### src/rtl/scanline_zfill.sv
// scanline_zfill: walks one span per handshake from left to right and writes
// colour and depth to the frame/z memories.
// Build option SCANLINE_ZFILL_ZTEST_EN: when defined, each pixel's z-buffer
// entry is read and compared first, and only nearer pixels are written. When
// undefined, every clipped pixel is written at one pixel per cycle.
//
// state  | meaning
// IDLE   | span_ready high, waiting for a span
// SETUP  | clip right edge, reject empty spans, form the start address
// RD     | z-buffer read strobe for the current pixel (depth test build)
// WAIT   | waiting for the z read response (depth test build)
// TEST   | depth compare on the captured value (depth test build)
// WR     | write request held until wr_ready
// NEXT   | step to the next pixel or finish (depth test build)
// FIN    | done pulse with pix_written, then back to IDLE
module scanline_zfill #(
   parameter int WIDTH   = 640,
   parameter int HEIGHT  = 480,
   parameter int ADDR_W  = 19,
   parameter int COLOR_W = 8,
   parameter int Z_W     = 8,
   parameter int ZF      = 8
) (
   input  logic                 clk,
   input  logic                 rst,
   input  logic                 span_valid,
   output logic                 span_ready,
   input  logic [15:0]          span_y,
   input  logic [15:0]          span_xl,
   input  logic [15:0]          span_xr,
   input  logic [Z_W+ZF-1:0]    span_z0,
   input  logic [Z_W+ZF:0]      span_dz,
   input  logic [COLOR_W-1:0]   span_color,
   output logic                 zrd_en,
   output logic [ADDR_W-1:0]    zrd_addr,
   input  logic                 zrd_valid,
   input  logic [Z_W-1:0]       zrd_data,
   output logic                 wr_en,
   input  logic                 wr_ready,
   output logic [ADDR_W-1:0]    wr_addr,
   output logic [COLOR_W-1:0]   wr_color,
   output logic [Z_W-1:0]       wr_z,
   output logic                 done,
   output logic [15:0]          pix_written
);

   localparam int ZA_W = Z_W + ZF;
   localparam logic [15:0] X_MAX   = 16'(WIDTH - 1);
   localparam logic [15:0] Y_LIM   = 16'(HEIGHT);
   localparam logic [31:0] WIDTH_W = 32'(WIDTH);

`ifdef SCANLINE_ZFILL_ZTEST_EN
   typedef enum logic [2:0] {
      S_IDLE, S_SETUP, S_RD, S_WAIT, S_TEST, S_WR, S_NEXT, S_FIN
   } state_t;
`else
   typedef enum logic [1:0] {
      S_IDLE, S_SETUP, S_WR, S_FIN
   } state_t;
`endif

   state_t               state_q;
   logic [15:0]          y_q;
   logic [15:0]          x_q;
   logic [15:0]          xr_q;
   logic [ZA_W-1:0]      zacc_q;
   logic [ZA_W:0]        dz_q;
   logic [COLOR_W-1:0]   color_q;
   logic [ADDR_W-1:0]    addr_q;
   logic [15:0]          cnt_q;

   logic [15:0]          xr_clip;
   logic                 span_empty;
   logic                 x_last;
   logic [ADDR_W-1:0]    start_addr;
   logic [ZA_W+1:0]      zsum;
   logic [ZA_W-1:0]      zacc_d;
   logic [Z_W-1:0]       znew;

   // Right edge clipped to the screen; addresses then never run past the row.
   assign xr_clip    = (xr_q > X_MAX) ? X_MAX : xr_q;
   assign span_empty = (y_q >= Y_LIM) || (x_q > xr_clip);
   assign x_last     = (x_q == xr_clip);
   assign start_addr = ADDR_W'({16'd0, y_q} * WIDTH_W + {16'd0, x_q});

   // Sum has one guard bit above the accumulator and a sign bit on top:
   // sign set means it went below zero, guard set means it overflowed.
   assign zsum   = {2'b00, zacc_q} + {dz_q[ZA_W], dz_q};
   assign zacc_d = zsum[ZA_W+1] ? '0 : (zsum[ZA_W] ? '1 : zsum[ZA_W-1:0]);
   assign znew   = zacc_q[ZA_W-1:ZF];

`ifdef SCANLINE_ZFILL_ZTEST_EN
   logic [Z_W-1:0]       zst_q;

   // Span sequencer with depth test; all outputs registered.
   always_ff @(posedge clk) begin
      if (rst) begin
         state_q     <= S_IDLE;
         span_ready  <= 1'b1;
         zrd_en      <= 1'b0;
         zrd_addr    <= '0;
         wr_en       <= 1'b0;
         wr_addr     <= '0;
         wr_color    <= '0;
         wr_z        <= '0;
         done        <= 1'b0;
         pix_written <= '0;
         y_q         <= '0;
         x_q         <= '0;
         xr_q        <= '0;
         zacc_q      <= '0;
         dz_q        <= '0;
         color_q     <= '0;
         addr_q      <= '0;
         cnt_q       <= '0;
         zst_q       <= '0;
      end else begin
         case (state_q)
            S_IDLE: begin
               if (span_valid) begin
                  span_ready <= 1'b0;
                  y_q        <= span_y;
                  x_q        <= span_xl;
                  xr_q       <= span_xr;
                  zacc_q     <= span_z0;
                  dz_q       <= span_dz;
                  color_q    <= span_color;
                  state_q    <= S_SETUP;
               end
            end
            S_SETUP: begin
               cnt_q  <= '0;
               addr_q <= start_addr;
               if (span_empty) begin
                  done        <= 1'b1;
                  pix_written <= '0;
                  state_q     <= S_FIN;
               end else begin
                  zrd_en   <= 1'b1;
                  zrd_addr <= start_addr;
                  state_q  <= S_RD;
               end
            end
            S_RD: begin
               zrd_en  <= 1'b0;
               state_q <= S_WAIT;
            end
            S_WAIT: begin
               if (zrd_valid) begin
                  zst_q   <= zrd_data;
                  state_q <= S_TEST;
               end
            end
            S_TEST: begin
               if (znew < zst_q) begin
                  wr_en    <= 1'b1;
                  wr_addr  <= addr_q;
                  wr_color <= color_q;
                  wr_z     <= znew;
                  state_q  <= S_WR;
               end else begin
                  state_q <= S_NEXT;
               end
            end
            S_WR: begin
               if (wr_ready) begin
                  wr_en   <= 1'b0;
                  cnt_q   <= cnt_q + 16'd1;
                  state_q <= S_NEXT;
               end
            end
            S_NEXT: begin
               if (x_last) begin
                  done        <= 1'b1;
                  pix_written <= cnt_q;
                  state_q     <= S_FIN;
               end else begin
                  x_q      <= x_q + 16'd1;
                  addr_q   <= addr_q + ADDR_W'(1);
                  zacc_q   <= zacc_d;
                  zrd_en   <= 1'b1;
                  zrd_addr <= addr_q + ADDR_W'(1);
                  state_q  <= S_RD;
               end
            end
            S_FIN: begin
               done       <= 1'b0;
               span_ready <= 1'b1;
               state_q    <= S_IDLE;
            end
            default: state_q <= S_IDLE;
         endcase
      end
   end
`else
   logic unused_zrd;

   assign zrd_en     = 1'b0;
   assign zrd_addr   = '0;
   assign unused_zrd = ^{zrd_valid, zrd_data};

   // Span sequencer without depth test: one write per cycle while wr_ready.
   always_ff @(posedge clk) begin
      if (rst) begin
         state_q     <= S_IDLE;
         span_ready  <= 1'b1;
         wr_en       <= 1'b0;
         wr_addr     <= '0;
         wr_color    <= '0;
         wr_z        <= '0;
         done        <= 1'b0;
         pix_written <= '0;
         y_q         <= '0;
         x_q         <= '0;
         xr_q        <= '0;
         zacc_q      <= '0;
         dz_q        <= '0;
         color_q     <= '0;
         addr_q      <= '0;
         cnt_q       <= '0;
      end else begin
         case (state_q)
            S_IDLE: begin
               if (span_valid) begin
                  span_ready <= 1'b0;
                  y_q        <= span_y;
                  x_q        <= span_xl;
                  xr_q       <= span_xr;
                  zacc_q     <= span_z0;
                  dz_q       <= span_dz;
                  color_q    <= span_color;
                  state_q    <= S_SETUP;
               end
            end
            S_SETUP: begin
               cnt_q  <= '0;
               addr_q <= start_addr;
               if (span_empty) begin
                  done        <= 1'b1;
                  pix_written <= '0;
                  state_q     <= S_FIN;
               end else begin
                  wr_en    <= 1'b1;
                  wr_addr  <= start_addr;
                  wr_color <= color_q;
                  wr_z     <= znew;
                  state_q  <= S_WR;
               end
            end
            S_WR: begin
               if (wr_ready) begin
                  cnt_q <= cnt_q + 16'd1;
                  if (x_last) begin
                     wr_en       <= 1'b0;
                     done        <= 1'b1;
                     pix_written <= cnt_q + 16'd1;
                     state_q     <= S_FIN;
                  end else begin
                     x_q     <= x_q + 16'd1;
                     addr_q  <= addr_q + ADDR_W'(1);
                     zacc_q  <= zacc_d;
                     wr_addr <= addr_q + ADDR_W'(1);
                     wr_z    <= zacc_d[ZA_W-1:ZF];
                  end
               end
            end
            S_FIN: begin
               done       <= 1'b0;
               span_ready <= 1'b1;
               state_q    <= S_IDLE;
            end
            default: state_q <= S_IDLE;
         endcase
      end
   end
`endif

endmodule

### config.mk
export PLATFORM = sky130hd
export DESIGN_NAME = scanline_zfill
export DESIGN_NICKNAME = d
export VERILOG_FILES = /design/src/rtl/scanline_zfill.sv
export SDC_FILE = /design/constraint.sdc
export NUM_CORES = 1
export LEC_CHECK = 0
export BUFFER_PORTS_ARGS = -buffer_cell sky130_fd_sc_hd__buf_2
export CAP_MARGIN = 30
export CORE_ASPECT_RATIO = 1.5
export CORE_MARGIN = 2
export CORE_UTILIZATION = 47
export DETAILED_ROUTE_END_ITERATION = 12
export PLACE_DENSITY = 0.74
export SLEW_MARGIN = 0
export SYNTH_ARGS = -nofsm -noshare
export SYNTH_HDL_FRONTEND = slang
export SYNTH_SLANG_ARGS = --single-unit
### constraint.sdc
create_clock -name clk -period 7.98 [get_ports clk]
set_input_delay 0.798 -clock clk [delete_from_list [all_inputs] [get_ports clk]]
set_output_delay 0.798 -clock clk [all_outputs]
set_load 0.05 [all_outputs]
-- Word level (Yosys, flattened, before mapping)
Index checks and enable logic that the tools add are counted.
- logic and storage cells: 94
- register bits: 180
- output and inout bits: 74
- bits of input ports: 102
- $add $sub $neg: 5
- multiply operators: 1
- eq/ne operators: 10
- reductions and logical operators: 17
- mux-type cells: 41
- order comparisons: 3
- bitwise gates (word level): 1
- operators with widths (kind ; number):
    16-bit 2-to-1 mux ; 13
    16-bit one-hot mux with 2 select lines ; 4
    19-bit one-hot mux with 2 select lines ; 2
    19-bit 2-to-1 mux ; 3
    16-bit by 1-bit adder with 16-bit output, second input constant ; 2
    8-bit 2-to-1 mux ; 3
    4-bit AND reduction ; 5
    19-bit by 1-bit adder with 19-bit output, second input constant ; 1
    19-bit by 16-bit adder with 19-bit output ; 1
    17-bit by 17-bit adder with 18-bit output ; 1
    16-bit equality test ; 1
    16-bit by 9-bit greater-or-equal comparator with 1-bit output, second input constant ; 1
    16-bit by 10-bit > comparator with 1-bit output, second input constant ; 1
    16-bit > comparator ; 1
    16-bit by 3-bit multiplier with 12-bit output, second input constant ; 1
    8-bit one-hot mux with 2 select lines ; 1
    2-bit != test, second input constant ; 6
    1-bit 2-to-1 mux ; 8
    2-bit one-hot mux with 4 select lines ; 1
    2-bit AND reduction ; 4
    2-bit 2-to-1 mux ; 3
    3-bit AND reduction ; 2
    2-bit nonzero test ; 3
    2-bit equality test, second input constant ; 2
    7 further kinds ; 8

-- Logic depth before layout (Yosys ltp)
Gate-level depths: netlist of the first run.
- depth in word-level cells: 6
- depth in mapped cells: 14
- depth with buffers taken out: 14

-- Worst setup path after synthesis of the first run
Ideal clock, no wire load.
- path kind: flip-flop to flip-flop
- from: register xr_q[11]
- to: register wr_z[5]
- slack: 4984 ps
- library setup time: 86 ps
- clock period less this slack: 2996 ps
- buffers on the path: 1
- required time: 7894 ps
- data arrival time: 2910 ps
- cell stages (with the launch flop): 13
- cells stage by stage: dfxtp_1 -> nor4_1 -> nand3_1 -> or2_2 -> ha_1 -> nand2_1 -> or3_1 -> nor3_1 -> a311oi_4 -> nor2_2 -> buf_2 -> nor2_1 -> a211oi_1
- word-level cells in the longest chain between the ends: 6
- elaborated cells between the ends (all ways): 8
- classes of those cells: 2 x order compare; 3 x eq/ne; 1 x mux; 2 x reduce/logical
- ends and longest elaborated chain (what ; line ; RTL):
    start, declared ; 65 ; logic [15:0] xr_q;
    start signal, assigned ; 228 ; xr_q <= span_xr;
    16-bit by 10-bit > comparator with 1-bit output ; 81 ; assign xr_clip = (xr_q > X_MAX) ? X_MAX : xr_q;
    16-bit 2-to-1 mux * ; 81 ;
    16-bit > comparator ; 82 ; assign span_empty = (y_q >= Y_LIM) || (x_q > xr_clip);
    1-bit logical OR ; 82 ;
    2-bit != test (no line) ; n/a ;
    4-bit AND reduction (no line) * ; n/a ;
    end signal, assigned ; 246 ; wr_z <= znew;
    end signal, assigned ; 263 ; wr_z <= zacc_d[ZA_W-1:ZF];
    end, declared ; 42 ; output logic [Z_W-1:0] wr_z,
Every way passes the cells marked *; elsewhere a longest branch is shown, timed or not.
A chain may end at the register's enable or synchronous reset.

-- Final worst setup path of the first run
- from: register xr_q[11]
- to: register wr_addr[5]
- word-level cells in the longest chain between the ends: 6
- elaborated cells between the ends (all ways): 8
- classes of those cells: 2 x order compare; 3 x eq/ne; 1 x mux; 2 x reduce/logical
- ends and longest elaborated chain (what ; line ; RTL):
    16-bit by 10-bit > comparator with 1-bit output ; 81 ;
    16-bit 2-to-1 mux * ; 81 ;
    16-bit > comparator ; 82 ;
    1-bit logical OR ; 82 ;
    2-bit != test (no line) ; n/a ;
    4-bit AND reduction (no line) * ; n/a ;
    end signal, assigned ; 244 ; wr_addr <= start_addr;
    end signal, assigned ; 262 ; wr_addr <= addr_q + ADDR_W'(1);
    end, declared ; 40 ; output logic [ADDR_W-1:0] wr_addr,
Marked as above.

==> summary.txt, run 1 <==
outcome: completed
global-route wire length before repair: 44,600 µm
TritonRoute pass-1 iters: 6
post-synthesis sequential area ratio: 34.9%
Synth Area per Inst: 7.80 µm²
die width: 125 µm
max cap viols: 0
Die Y: 185 µm
Worst-Skew Late Latency: 440 ps
PD cells: 355 mW/mm²
min-delay src: wr_addr[0]
area of placed instances: 0.0112 mm²
Final WS setup: 3770 ps
DR iter-0 viols: 479
slew margin rel.: 32.5%
Post-CTS Resized: 0
final hold slack: 454 ps
area share of the leading cell type in the synthesized netlist: 34.9%
FF-to-FF Start: xr_q[11]
DP Worst Slack: 3740 ps
worst reg2reg setup slack: 3770 ps
CORE AREA: 0.0216 mm²
leakage: 0.00483 µW
Mapped Area: 0.0103 mm²
setup TNS: 0 ps
grt ovf: 0
Final Max Tran Viols: 0
Total GRT Usage: 23.5%
synth top area cells: dfxtp_1 (35%), nand2_1 (8.5%), a21oi_1 (8.3%), ha_1 (7.9%), nor2_1 (3.9%)
synth unique cells: 74
worst vdd ir: 197 µV
top_reg_cell synth: dfxtp_1
Yosys top cell by area: dfxtp_1
I/O Buffers: 146
crit share post-route: 52.7%
worst hold path stage count: 2
crit path DAT: 4500 ps
cts-stage hold buffer count: 0
synth warn: 0
Via density: 5.65
asr flop ratio synth: 0%
Max Fclk: 238 MHz
endpoints failing setup: 0
Area growth syn-to-layout: 13.8%
post-route cell area: 0.0117 mm²
row cnt: 66
H-tree level count: 4
CTS buffer count: 17
Via Count: 9,690
RSZ-0062 raised after global routing: no
final hold vios: 0
Die ar.: 0.0232 mm²
vias in the first global route: 9,403
Starting Density: 47.7%
Worst Tran Pin Value: 1010 ps
R2R cell count: 12
Mapped Cells: 1,323
Min-Delay Endpoint: wr_addr[0]
# DRC: 0
commonest cells after routing, fill and taps aside: nand2_1 (234), dfxtp_1 (180), a21oi_1 (172)
CTS clk-pin slew, worst paths: 70 ps
Final Skew: 7.61 ps
WL final: 27,300 µm
routability cong.: 0.942
largest net degree at the start of global routing: 86
CP required: 8270 ps
CP Class: flip-flop to flip-flop
postcts setup bufs: 0
IO Pins: 176
share of layout cells above drive strength 1: 14.7%
Startpoint Class: flip-flop
CTS tree: yes
critical path endpoint category: flip-flop
reg2reg end: wr_addr[5]
number of flops mapped to enable cells by yosys: 0
Final #Nets: 1,600
DP HPWL: 19,300 µm
clock sinks: 180
Detail Route Antenna Nets: 0
commonest non-fill, non-tap cell in the layout: nand2_1
Yosys reg bits: 180
CTS root buf: clkbuf_16
worst min-delay path category: flip-flop to flip-flop
Crit Path Max Fanout: 22
Bufs on Longest Clock Path: 2
initial antenna violation count: 1
crit path time final: 4210 ps
drt wl/cell: 15.9 µm
## through the flow
| stage | power, µW | utilization (%) | instances |
|---|---|---|---|
| floorplan | 2850 | - | 1347 |
| CTS | 4170 | 54.2 | 1714 |
| finish | 4170 | 54.2 | 1716 |
| detailed placement | 3350 | 51.6 | 1682 |
| global placement | 3290 | 51.3 | 1679 |
| global route | 4480 | 54.2 | 1715 |
## routing by layer
metal / global-route usage (%) / wire length [µm] / share of wire (%) / vias to the layer above
met3: 4.08 / 1380 / 5.1 / 71
met5: 0 / 15 / 0.055 / -
li1: - / - / - / 4843
met1: 25.7 / 10700 / 39 / 4475
met2: 43.0 / 14100 / 52 / 299
met4: 12.7 / 1150 / 4.2 / 2
## sequential cells by signal (all words and copies together), names as in the netlist, 16 cells and up
signal and cells:
addr_q 19, wr_addr 19, dz_q 17, y_q 16
xr_q 16, zacc_q 16, cnt_q 16, pix_written 16
x_q 16
## logic make-up (layout without fill, tap and decap cells)
logic type / after synthesis / in the layout / synth area share, %
and+or+nand+nor: 476 / 476 / 20.5
DFF: 180 / 180 / 34.9
other: 2 / 27 / 0.0728
buffers and inverters: 127 / 223 / 5.64
muxes: 26 / 26 / 2.53
adders and majority gates: 68 / 68 / 8.46
xor gates and xnor gates: 54 / 54 / 4.66
AOI/OAI and AO/OA: 390 / 390 / 23.2
## power breakdown
| part | total (µW) | switching [µW] | internal [µW] |
|---|---|---|---|
| logic | 2050 | 1360 | 687 |
| clock network | 808 | 369 | 440 |
| registers | 1310 | 195 | 1110 |
| total | 4170 | 1930 | 2240 |
## cell usage after synthesis, types with 3 or more instances
master / instances
buf_1: 9
o211ai_1: 10
and3_1: 14
ha_1: 65
and2_1: 13
nand2b_1: 7
and4_1: 5
buf_4: 23
o31ai_1: 8
o2111ai_1: 3
clkbuf_1: 53
a21o_1: 8
o21ai_0: 64
nor4b_1: 3
a2111oi_0: 3
o2bb2ai_1: 3
xnor2_1: 32
buf_2: 9
xor2_1: 21
o21ai_1: 11
or2_2: 3
mux2i_1: 25
fa_1: 3
nand2_1: 235
inv_1: 31
or3_1: 4
a211oi_1: 35
nor2b_1: 10
nor4_1: 8
o21a_1: 11
o22ai_1: 6
a311oi_1: 7
nand3_1: 28
a22oi_1: 6
o21bai_1: 5
dfxtp_1: 180
nor2_1: 106
nor3_1: 18
a31oi_1: 9
a21oi_1: 172
nand4_1: 12
o311ai_0: 3
## how the worst max path moves through the flow
stage               startpoint          end
detailed placement    xr_q[11]  wr_addr[18]
global route          xr_q[11]   wr_addr[5]
floorplan             xr_q[11]      wr_z[5]
finish                xr_q[11]   wr_addr[5]
global placement      xr_q[11]  wr_addr[18]
CTS                   xr_q[11]  wr_addr[18]
## critical path, cell delays in order (launching register included)
cell      delay (ps)
dfxtp_1          310
nor4_1           530
nand3_1          360
or2_2            370
ha_1             270
nand2_1           60
or3_1            430
nor3_1           350
a311oi_4         140
nor2_2           570
buf_4            380
mux2i_1          210
nor2_1            50
## layout make-up
type                    instances  area [µm²]
clock buffers                  21         450
inverters                      32         120
repair buffers                159         871
diodes                          1        2.50
flip-flops and latches        180        3600
multi-input cells            1040        6240
fillers                      2088        9900
well taps                     272         340
clock inverters                11         104
(Power assumes the default switching activity.)
==> inputs of run 2 (changes only) <==
--- a/config.mk
+++ b/config.mk
@@ -5,13 +5,14 @@
 export SDC_FILE = /design/constraint.sdc
 export NUM_CORES = 1
 export LEC_CHECK = 0
+export ABC_AREA = 1
 export BUFFER_PORTS_ARGS = -buffer_cell sky130_fd_sc_hd__buf_2
 export CAP_MARGIN = 30
 export CORE_ASPECT_RATIO = 1.5
 export CORE_MARGIN = 2
 export CORE_UTILIZATION = 47
 export DETAILED_ROUTE_END_ITERATION = 12
-export PLACE_DENSITY = 0.74
+export PLACE_DENSITY = 0.73
 export SLEW_MARGIN = 0
 export SYNTH_ARGS = -nofsm -noshare
 export SYNTH_HDL_FRONTEND = slang
==> constraint.sdc (replaced) <==
create_clock -name clk -period 4.3 [get_ports clk]
set_input_delay 0.43 -clock clk [delete_from_list [all_inputs] [get_ports clk]]
set_output_delay 0.43 -clock clk [all_outputs]
set_load 0.05 [all_outputs]
==> summary.txt, run 2 <==
Min-Delay Endpoint: dz_q[6]
met2 Use GR: 42.0% (-1.0 points)
CP required: 4640 ps (-3630 ps)
Fill cells: 2,273 (+8.9%)
RSZ-0062 raised after global routing: no
Register Area: 0.00360 mm² (unchanged)
worst reg2reg setup slack: 1090 ps (-2690 ps)
drt wl/cell: 13.6 µm (-15%)
leakage: 0.00590 µW (+22%)
row cnt: 68 (+3.0%)
Final Skew: 13.0 ps (+5.35 ps)
worst hold path stage count: 3 (+1)
top_reg_cell synth: dfxtp_1
# DRC: 0 (unchanged)
synth warn: 0 (unchanged)
Multi-input gate area: 0.00615 mm² (-1.5%)
reg2reg end: wr_addr[18]
Worst-Skew Late Latency: 440 ps (about the same)
Crit Path Max Fanout: 5 (-77%)
area share of the leading cell type in the synthesized netlist: 33.3% (-1.6 points)
most frequent cell after synthesis: nand2_1
CTS clk-pin slew, worst paths: 80 ps (about the same)
Via Count: 10,456 (+7.9%)
I/O Buffers: 146 (unchanged)
clock sinks: 180 (unchanged)
DR iter-0 viols: 644 (+34%)
PD cells: 770 mW/mm² (+120%)
most heavily used metal layer in global routing: met2
min-delay src: span_dz[6]
Startpoint Class: flip-flop
largest net degree at the start of global routing: 101 (+17%)
number of flops mapped to enable cells by yosys: 0 (unchanged)
grt ovf: 0 (unchanged)
CTS tree: yes
CP Class: flip-flop to flip-flop
Total GRT Usage: 22.8% (-0.70 points)
DP HPWL: 20,100 µm (+4.0%)
R2R cell count: 20 (+8)
Post-synth top cells: nand2_1 (337), nor2_1 (244), dfxtp_1 (180)
Mapped Area: 0.0108 mm² (+4.8%)
CORE AREA: 0.0228 mm² (+5.4%)
Worst Tran Pin Value: 947 ps (-64.9 ps)
CTS root buf: clkbuf_16
crit path DAT: 3550 ps (-950 ps)
vias in the first global route: 9,667 (+2.8%)
cts-stage hold buffer count: 0 (unchanged)
Mapped Cells: 1,619 (+22%)
crit path time final: 3210 ps (-994 ps)
CTS buffer count: 17 (unchanged)
worst min-delay path category: primary input to flip-flop
outcome: completed
synth unique cells: 50 (-32%)
synth top area cells: dfxtp_1 (33%), nand2_1 (12%), nor2_1 (8.5%), ha_1 (7.5%), o21ai_0 (6.5%)
Final #Nets: 1,897 (+19%)
final core utilization: 53.1% (-1.2 points)
Via density: 5.17 (-8.4%)
share of layout cells above drive strength 1: 13.5% (-1.2 points)
FF-to-FF Start: y_q[3]
Yosys reg bits: 180 (unchanged)
die width: 128 µm (+2.3%)
Final Max Tran Viols: 0 (unchanged)
global-route wire length before repair: 44,900 µm (+0.65%)
routability cong.: 0.916 (-2.8%)
Max Fclk: 311 MHz (+31%)
commonest non-fill, non-tap cell in the layout: nand2_1
Synth Area per Inst: 6.68 µm² (-14%)
postcts setup bufs: 0 (unchanged)
TritonRoute pass-1 iters: 5 (-1)
Detail Route Antenna Nets: 0 (unchanged)
IO Pins: 176 (unchanged)
crit share post-route: 74.7% (+22 points)
Starting Density: 47.4% (-0.28 points)
Die Y: 190 µm (+2.3%)
setup TNS: 0 ps (unchanged)
endpoints failing setup: 0 (unchanged)
Yosys top cell by area: dfxtp_1
critical path endpoint category: flip-flop
met1 Track Usage GR: 25.7% (about the same)
Die ar.: 0.0243 mm² (+4.6%)
top flop regs: addr_q x19, wr_addr x19, dz_q x17
WL final: 27,400 µm (+0.59%)
Bufs on Longest Clock Path: 2 (unchanged)
slew margin rel.: 36.8% (+4.3 points)
Area growth syn-to-layout: 11.9%
post-synthesis sequential area ratio: 33.3% (-1.6 points)
H-tree level count: 4 (unchanged)
max cap viols: 0 (unchanged)
initial antenna violation count: 1 (unchanged)
Post-CTS Resized: 0 (unchanged)
commonest cells after routing, fill and taps aside: nand2_1 (336), nor2_1 (244), dfxtp_1 (180)
worst vdd ir: 409 µV (+110%)
asr flop ratio synth: 0% (unchanged)
final hold vios: 0 (unchanged)
GR Util met3: 3.71% (-0.37 points)
run 2: cell types whose count changed in the layout (fill, tap and decap cells not counted), sizes merged, moves of 22 or more:
cell / before / now
a211oi: 35 / 2
a21oi: 172 / 141
inv: 33 / 172
mux2i: 25 / 1
nand2: 235 / 346
nand3: 28 / 87
nor2: 108 / 250
o21ai: 76 / 174
xnor2: 32 / 10
run 2: how the worst max path moves through the flow:
stage	start	endpoint	slack [ps]	cells past startpoint
final	y_q[3]	wr_addr[18]	1090	20
after global routing	xr_q[11]	wr_z[0]	560	17
after CTS	xr_q[11]	x_q[14]	1080	18
after detailed placement	y_q[3]	wr_addr[18]	1100	20
after global placement	xr_q[11]	wr_z[5]	1130	15
after floorplan	y_q[1]	addr_q[17]	1490	22
run 2: worst max-delay path, cell delays in order (launching register included):
cell	delay (ps)
dfxtp_1	340
ha_1	290
ha_1	160
inv_1	50
fa_1	400
inv_1	80
nand2_1	40
nand2_1	70
and2_1	160
xor2_1	170
ha_1	300
nand2_1	120
inv_1	50
a21oi_1	140
nand3_1	170
nand2_1	110
nand2_1	50
nand3_1	170
nand2_1	80
nor2_1	110
nor2_1	50
run 2: layout make-up:
| type | count | share of cell area [%] |
|---|---|---|
| multi-input cells | 1207 | 50.8 |
| flip-flops and latches | 180 | 29.8 |
| repair buffers | 153 | 6.47 |
| inverters | 168 | 5.24 |
| clock buffers | 18 | 3.55 |
| well taps | 280 | 2.90 |
| clock inverters | 14 | 1.20 |
| diodes | 1 | 0.0207 |
run 2: logic make-up after synthesis:
family	Yosys count	synth area share [%]
buf+inv	256	10.7
compound gates	342	16.6
flops	180	33.3
fa+ha+maj	68	8.08
simple gates	737	28.5
mux	1	0.0926
other cells	2	0.0695
xor+xnor	33	2.67
run 2: report_power, final:
group	switching, µW	total, µW	internal [µW]	leakage, µW
Clock	743	1510	768	0.000266
Sequential	492	2770	2280	0.00148
Combinational	3490	5030	1540	0.00415
Total	4730	9310	4590	0.00590
run 2: metrics by stage:
step | power, µW | hold WS, ps | area [µm²] | std cells | setup slack [ps]
final | 9310 | 232 | 12100 | 2021 | 1090
after global routing | 10100 | 235 | 12100 | 2020 | 557
after CTS | 9360 | 218 | 12100 | 2020 | 1080
after detailed placement | 7820 | 442 | 11500 | 1988 | 1100
after global placement | 7720 | 434 | 11500 | 1988 | 1130
after floorplan | 6800 | 447 | 10900 | 1643 | 1490
run 2: per-layer routing:
layer	routed length, µm	share of wire [%]
met5	0	0
met4	882	3.2
met3	1180	4.3
met2	14000	51
met1	11400	41
